===== config.mk =====
export PLATFORM = sky130hd
export DESIGN_NAME = simon_round_key_ram
export DESIGN_NICKNAME = d
export VERILOG_FILES = /design/src/rtl/simon_round_key_ram.sv
export SDC_FILE = /design/constraint.sdc
export NUM_CORES = 1
export LEC_CHECK = 0
export ABC_AREA = 1
export CORE_MARGIN = 8
export CORE_UTILIZATION = 51
export DETAILED_ROUTE_END_ITERATION = 7
export GPL_TIMING_DRIVEN = 0
export PLACE_DENSITY = 0.73
export SLEW_MARGIN = 15
export SYNTH_ARGS = -nofsm -noshare
export SYNTH_HDL_FRONTEND = slang
export SYNTH_SLANG_ARGS = --single-unit

===== constraint.sdc =====
create_clock -name clk -period 2.3 [get_ports clk]
set_input_delay 0.345 -clock clk [delete_from_list [all_inputs] [get_ports clk]]
set_output_delay 0.345 -clock clk [all_outputs]
set_load 0.005 [all_outputs]

===== src/rtl/simon_round_key_ram.sv =====
// Round-key storage for a SIMON key schedule: a DEPTH-entry word RAM with per-entry
// valid bits, a hardware clear sweep, registered single-cycle reads and access checking.
module simon_round_key_ram #(
   parameter int WORD_W = 16,
   parameter int DEPTH  = 32,
   parameter int ADDR_W = 7
) (
   input  logic              clk,
   input  logic              rst_n,
   input  logic              clr,
   output logic              ready,
   input  logic              wr_en,
   input  logic [ADDR_W-1:0] wr_addr,
   input  logic [WORD_W-1:0] wr_data,
   input  logic              rd_en,
   input  logic [ADDR_W-1:0] rd_addr,
   output logic [WORD_W-1:0] rd_data,
   output logic              rd_valid,
   output logic              rd_hit,
   output logic [ADDR_W:0]   count,
   output logic              full,
   output logic              err
);

   localparam int                IDX_W    = (DEPTH > 1) ? $clog2(DEPTH) : 1;
   localparam logic [ADDR_W:0]   DEPTH_L  = (ADDR_W + 1)'(DEPTH);
   localparam logic [IDX_W-1:0]  LAST_IDX = IDX_W'(DEPTH - 1);

   typedef enum logic {
      CLEAR,
      IDLE
   } state_t;

   state_t             state;
   logic [IDX_W-1:0]   ptr;
   logic [WORD_W-1:0]  mem [DEPTH];
   logic [DEPTH-1:0]   valid;

   logic               idle;
   logic               accept;
   logic               wr_in_range;
   logic               rd_in_range;
   logic               wr_do;
   logic               rd_do;
   logic               reject;
   logic               bypass;
   logic [IDX_W-1:0]   wr_idx;
   logic [IDX_W-1:0]   rd_idx;

   assign idle        = (state == IDLE);
   assign accept      = idle && !clr;
   assign wr_in_range = ({1'b0, wr_addr} < DEPTH_L);
   assign rd_in_range = ({1'b0, rd_addr} < DEPTH_L);
   assign wr_idx      = wr_addr[IDX_W-1:0];
   assign rd_idx      = rd_addr[IDX_W-1:0];
   assign wr_do       = accept && wr_en && wr_in_range;
   assign rd_do       = accept && rd_en && rd_in_range;
   assign bypass      = wr_do && (wr_addr == rd_addr);

   // Any access that cannot be honoured (busy, clr wins, or out of range) flags an error;
   // a legal half of a mixed request still goes ahead.
   assign reject = (wr_en || rd_en) &&
                   (!idle || clr || (wr_en && !wr_in_range) || (rd_en && !rd_in_range));

   assign ready = idle;
   assign full  = (count == DEPTH_L);

   // Control state, valid bits, occupancy and the registered read response.
   always_ff @(posedge clk or negedge rst_n) begin
      if (!rst_n) begin
         state    <= CLEAR;
         ptr      <= '0;
         valid    <= '0;
         count    <= '0;
         rd_data  <= '0;
         rd_valid <= 1'b0;
         rd_hit   <= 1'b0;
         err      <= 1'b0;
      end else begin
         err      <= reject;
         rd_valid <= rd_do;
         rd_hit   <= 1'b0;
         if (rd_do) begin
            rd_data <= bypass ? wr_data : mem[rd_idx];
            rd_hit  <= bypass | valid[rd_idx];
         end
         case (state)
            CLEAR: begin
               count      <= '0;
               valid[ptr] <= 1'b0;
               if (clr) begin
                  ptr <= '0;
               end else if (ptr == LAST_IDX) begin
                  ptr   <= '0;
                  state <= IDLE;
               end else begin
                  ptr <= ptr + 1'b1;
               end
            end
            IDLE: begin
               if (clr) begin
                  state <= CLEAR;
                  ptr   <= '0;
                  count <= '0;
               end else if (wr_do) begin
                  valid[wr_idx] <= 1'b1;
                  if (!valid[wr_idx]) begin
                     count <= count + 1'b1;
                  end
               end
            end
            default: begin
               state <= CLEAR;
               ptr   <= '0;
            end
         endcase
      end
   end

   // Storage array is left unreset so it maps onto RAM; the sweep is what zeroes it.
   always_ff @(posedge clk) begin
      if (state == CLEAR) begin
         mem[ptr] <= '0;
      end else if (wr_do) begin
         mem[wr_idx] <= wr_data;
      end
   end

endmodule


==> impl_metrics.csv <==
group,metric,value,unit
run_status,status,"finished, final reports clean",
sta,fmax,0.440,GHz
cts,clock_path_buffers,3,
worst_setup_path,crit_fanout,13,
die,die_h,240,µm
power_and_ir_drop,fin_total_pwr,22.3,mW
hold_path,hold_depth,4,
worst_setup_path,rr_worst_depth,9,
detailed_routing,drtAntennaViolNets,0,
logic_synthesis,synth_seq_area_share,66.3,%
logic_synthesis,synth_async_sr_flop_share,11.3,%
worst_setup_path,regToRegEndpoint,"mem[26][14]$_DFFE_PP_",
logic_synthesis,synth_fp_nets,2611,
sta,setup_viol,0,
logic_synthesis,synthSimpleGateAreaFrac,24.4,%
detailed_routing,routed_wl,85600,µm
flow_run,cap_violations,0,
cts,root_buffer,"clkbuf_16",
worst_setup_path,worstSetupPathType,"register to register",
detailed_routing,dr_wl_met3,10900,µm
power_and_ir_drop,power.static_leakage,12.7,nW
sta,period_minus_slack,2270,ps
cts,cts_buffers,57,
die,core,0.0499,mm²
cts,cts.sinks,577,
logic_synthesis,synth_ff_type,"edfxtp_1",
hold_path,worstHoldStart,"clr",
logic_synthesis,ys.warnings.count,0,
worst_setup_path,reg2reg_from,"ready$_DFF_PN0_",
logic_synthesis,synth_cells,2569,
worst_setup_path,required,2610,ps
sta,finalHoldViolCount,0,
power_and_ir_drop,pwr_density_cell,733,mW/mm²
detailed_routing,routed.top_layer,"met5",
cts,h-tree-depth,2,
detailed_routing,dr.pass1.iters,8,
detailed_routing,met1_length,31100,µm
sta,slew_violations,0,
logic_synthesis,synth_edf_count,512,
logic_synthesis,netlist_area,0.0256,mm²
logic_synthesis,synth_cell_type_count,34,
global_route,grt_overflow,0,
detailed_routing,wl_met2,38000,µm
worst_setup_path,endpoint_kind,"register",
die,row_count,82,
detailed_routing,drt_iter0_drc,3124,
detailed_routing,wire_per_inst,24.5,µm
sta,skew,21.6,ps
final_layout,fin_nets,2817,
global_route,grt_pass1_wl,123000,µm
final_layout,fillerInstances,3951,
die,die_w,240,µm
hold_path,hold_class,"input port to register",
global_route,grt_max_degree,40,
detailed_routing,drc,0,
placement,dp_hpwl,56900,µm
logic_synthesis,synth_xor_area_share,0.342,%
sta,slew-limit-headroom,39.9,%
detailed_routing,vias_per_cell,5.83,
die,io_pins,64,
die,start_util,51.4,%
logic_synthesis,synth_seq_cells,577,
final_layout,layout-drive-gt1-share,12.4,%
hold_path,worstHoldEndpoint,"count[6]$_DFFE_PN0P_",
power_and_ir_drop,peakVddDrop,573,µV
logic_synthesis,synth.avg_cell_area,9.97,µm²
sta,min_period_over_period,98.8,%
die,dieArea,0.0577,mm²
placement,gp_congestion,1.03,
logic_synthesis,synthMuxAreaShare,0,%
final_layout,final_cells,3490,
worst_setup_path,r2r_setup_slack,30,ps
logic_synthesis,synth_adder_area_share,0.342,%
placement,placed_cells,3328,
worst_setup_path,worstPathArrival,2580,ps
logic_synthesis,synth_top_family_by_area,"simple AND/OR/NAND/NOR gates",
cts,insertion_delay,620,ps
global_route,grt_pass1_vias,19300,
final_layout,finish.utilization,61.0,%
global_route,antenna_found_initial,2,
sta,fin_ws,28.0,ps
logic_synthesis,synth_compound_area_share,2.97,%
placement,io_buffers,56,
cts,clk_pin_slew,60,ps
placement,place_ws,-1230,ps
worst_setup_path,cp-start-kind,"register",
detailed_routing,vias,20300,
cts,cts_tree,"yes",
sta,worst_pin_slew,902,ps
final_layout,syn_to_final_growth,18.7,%
global_route,track_usage,29.2,%
area by class of cell:
class                   count  area, µm²  share of cell area [%]
multi-input cells        1633       7660                    25.2
clock inverters            30        243                   0.798
plain buffers             133        642                    2.11
inverters                 227        906                    2.98
clock buffers              70       1510                    4.95
repair buffers            141       1570                    5.16
repair inverters            5       37.5                   0.123
well taps                 672        841                    2.77
diodes                      2       5.00                  0.0165
flip-flops and latches    577      17000                    55.9
worst max path at each step:
stage	start	endpoint	slack, ps	depth (start not counted)
2_1_floorplan	clr	mem[12][0]$_DFFE_PP_	-80	7
3_3_place_gp	wr_addr[5]	mem[23][3]$_DFFE_PP_	-1960	7
3_5_place_dp	wr_addr[5]	mem[31][0]$_DFFE_PP_	-1230	8
4_1_cts	ready$_DFF_PN0_	mem[20][3]$_DFFE_PP_	-110	9
5_1_grt	ready$_DFF_PN0_	mem[20][14]$_DFFE_PP_	-60	9
6_report	ready$_DFF_PN0_	mem[26][14]$_DFFE_PP_	30	9
metrics by stage:
step | hold WS (ps) | cell area [µm²] | setup TNS (ps)
after floorplan | 49.4 | 25600 | -40410
after global placement | 464 | 27000 | -1350470
after detailed placement | 292 | 27500 | -803940
after CTS | 28.0 | 30000 | -8640
after global routing | 62.1 | 30400 | -2100
final | 53.7 | 30400 | 0
layer usage:
metal | GRT usage (%) | up-vias
met3 | 7.40 | 298
li1 | - | 9004
met4 | 16.7 | 2
met2 | 44.7 | 1406
met1 | 37.6 | 9632
met5 | 0 | -
cell families (layout without fill, tap and decap cells):
logic type	Yosys count	in the layout
other cells	0	2
simple gates	1474	1475
compound gates	141	141
xor+xnor	10	10
buf+inv	360	606
flops	577	577
fa+ha+maj	7	7
where the power goes:
group / leakage, nW / switching, mW / internal, mW / total [mW]
clock: 0.856 / 3.93 / 5.05 / 8.98
sequential: 6.35 / 0.0644 / 11.4 / 11.5
combinational: 5.46 / 1.30 / 0.517 / 1.82
total: 12.7 / 5.30 / 17.0 / 22.3
cells in the mapped netlist, types with 2 or more instances:
library cell	n	area [µm²]
xor2_1	9	78.8
nand3_4	2	35.0
nand4_1	25	156
o211ai_1	6	45.0
a22oi_1	13	97.6
buf_6	3	33.8
nand2_4	4	45.0
buf_1	21	78.8
o21ai_0	113	566
nor2_2	2	12.5
a21oi_1	4	20.0
edfxtp_1	512	15400
nand2_2	8	50.1
ha_1	7	87.6
dfrtp_1	65	1630
nand2_1	906	3400
nand3_1	363	1820
o22ai_1	4	25.0
inv_2	2	7.51
buf_2	43	215
inv_1	220	826
clkinv_1	5	18.8
clkbuf_1	65	244
nand4_2	2	25.0
nor2_8	3	60.1
nor4_1	3	18.8
nor3_1	20	100
nor2_4	2	22.5
nor2_1	132	495
registers in the layout (all words and copies together), names as in the netlist:
register / count
count: 8
err: 1
mem: 512
ptr: 5
rd_data: 16
rd_hit: 1
rd_valid: 1
ready: 1
valid: 32
layout by cell type (no fill, tap or decap), types with 25 or more instances in the layout:
cell type,n
nand2_1,901
edfxtp_1,512
nand3_1,342
inv_1,198
o21ai_0,113
nor2_1,100
dfrtp_1,65
clkbuf_16,57
clkdlybuf4s50_1,53
clkbuf_1,49
buf_4,45
buf_2,36
nor2_4,34
clkbuf_2,27
nand4_1,25
worst max-delay path, stage by stage, from the launching register on:
cell and delay [ps]:
dfrtp_1 400, inv_2 90, nor2_4 160, nand3_4 130, nand2_1 130, buf_4 270, nand3_4 200, buf_4 200
nor2_4 140, buf_6 220
what timing repair did:
item	4_1_cts	5_1_grt
hold buffers	2	0
setup buffers	31	21
setup endpoints to repair	914	794
hold endpoints to repair	51	0
resized for setup	94	62
gates cloned	4	2
pin swaps	15	11
Power figures use the tool's default switching activity.
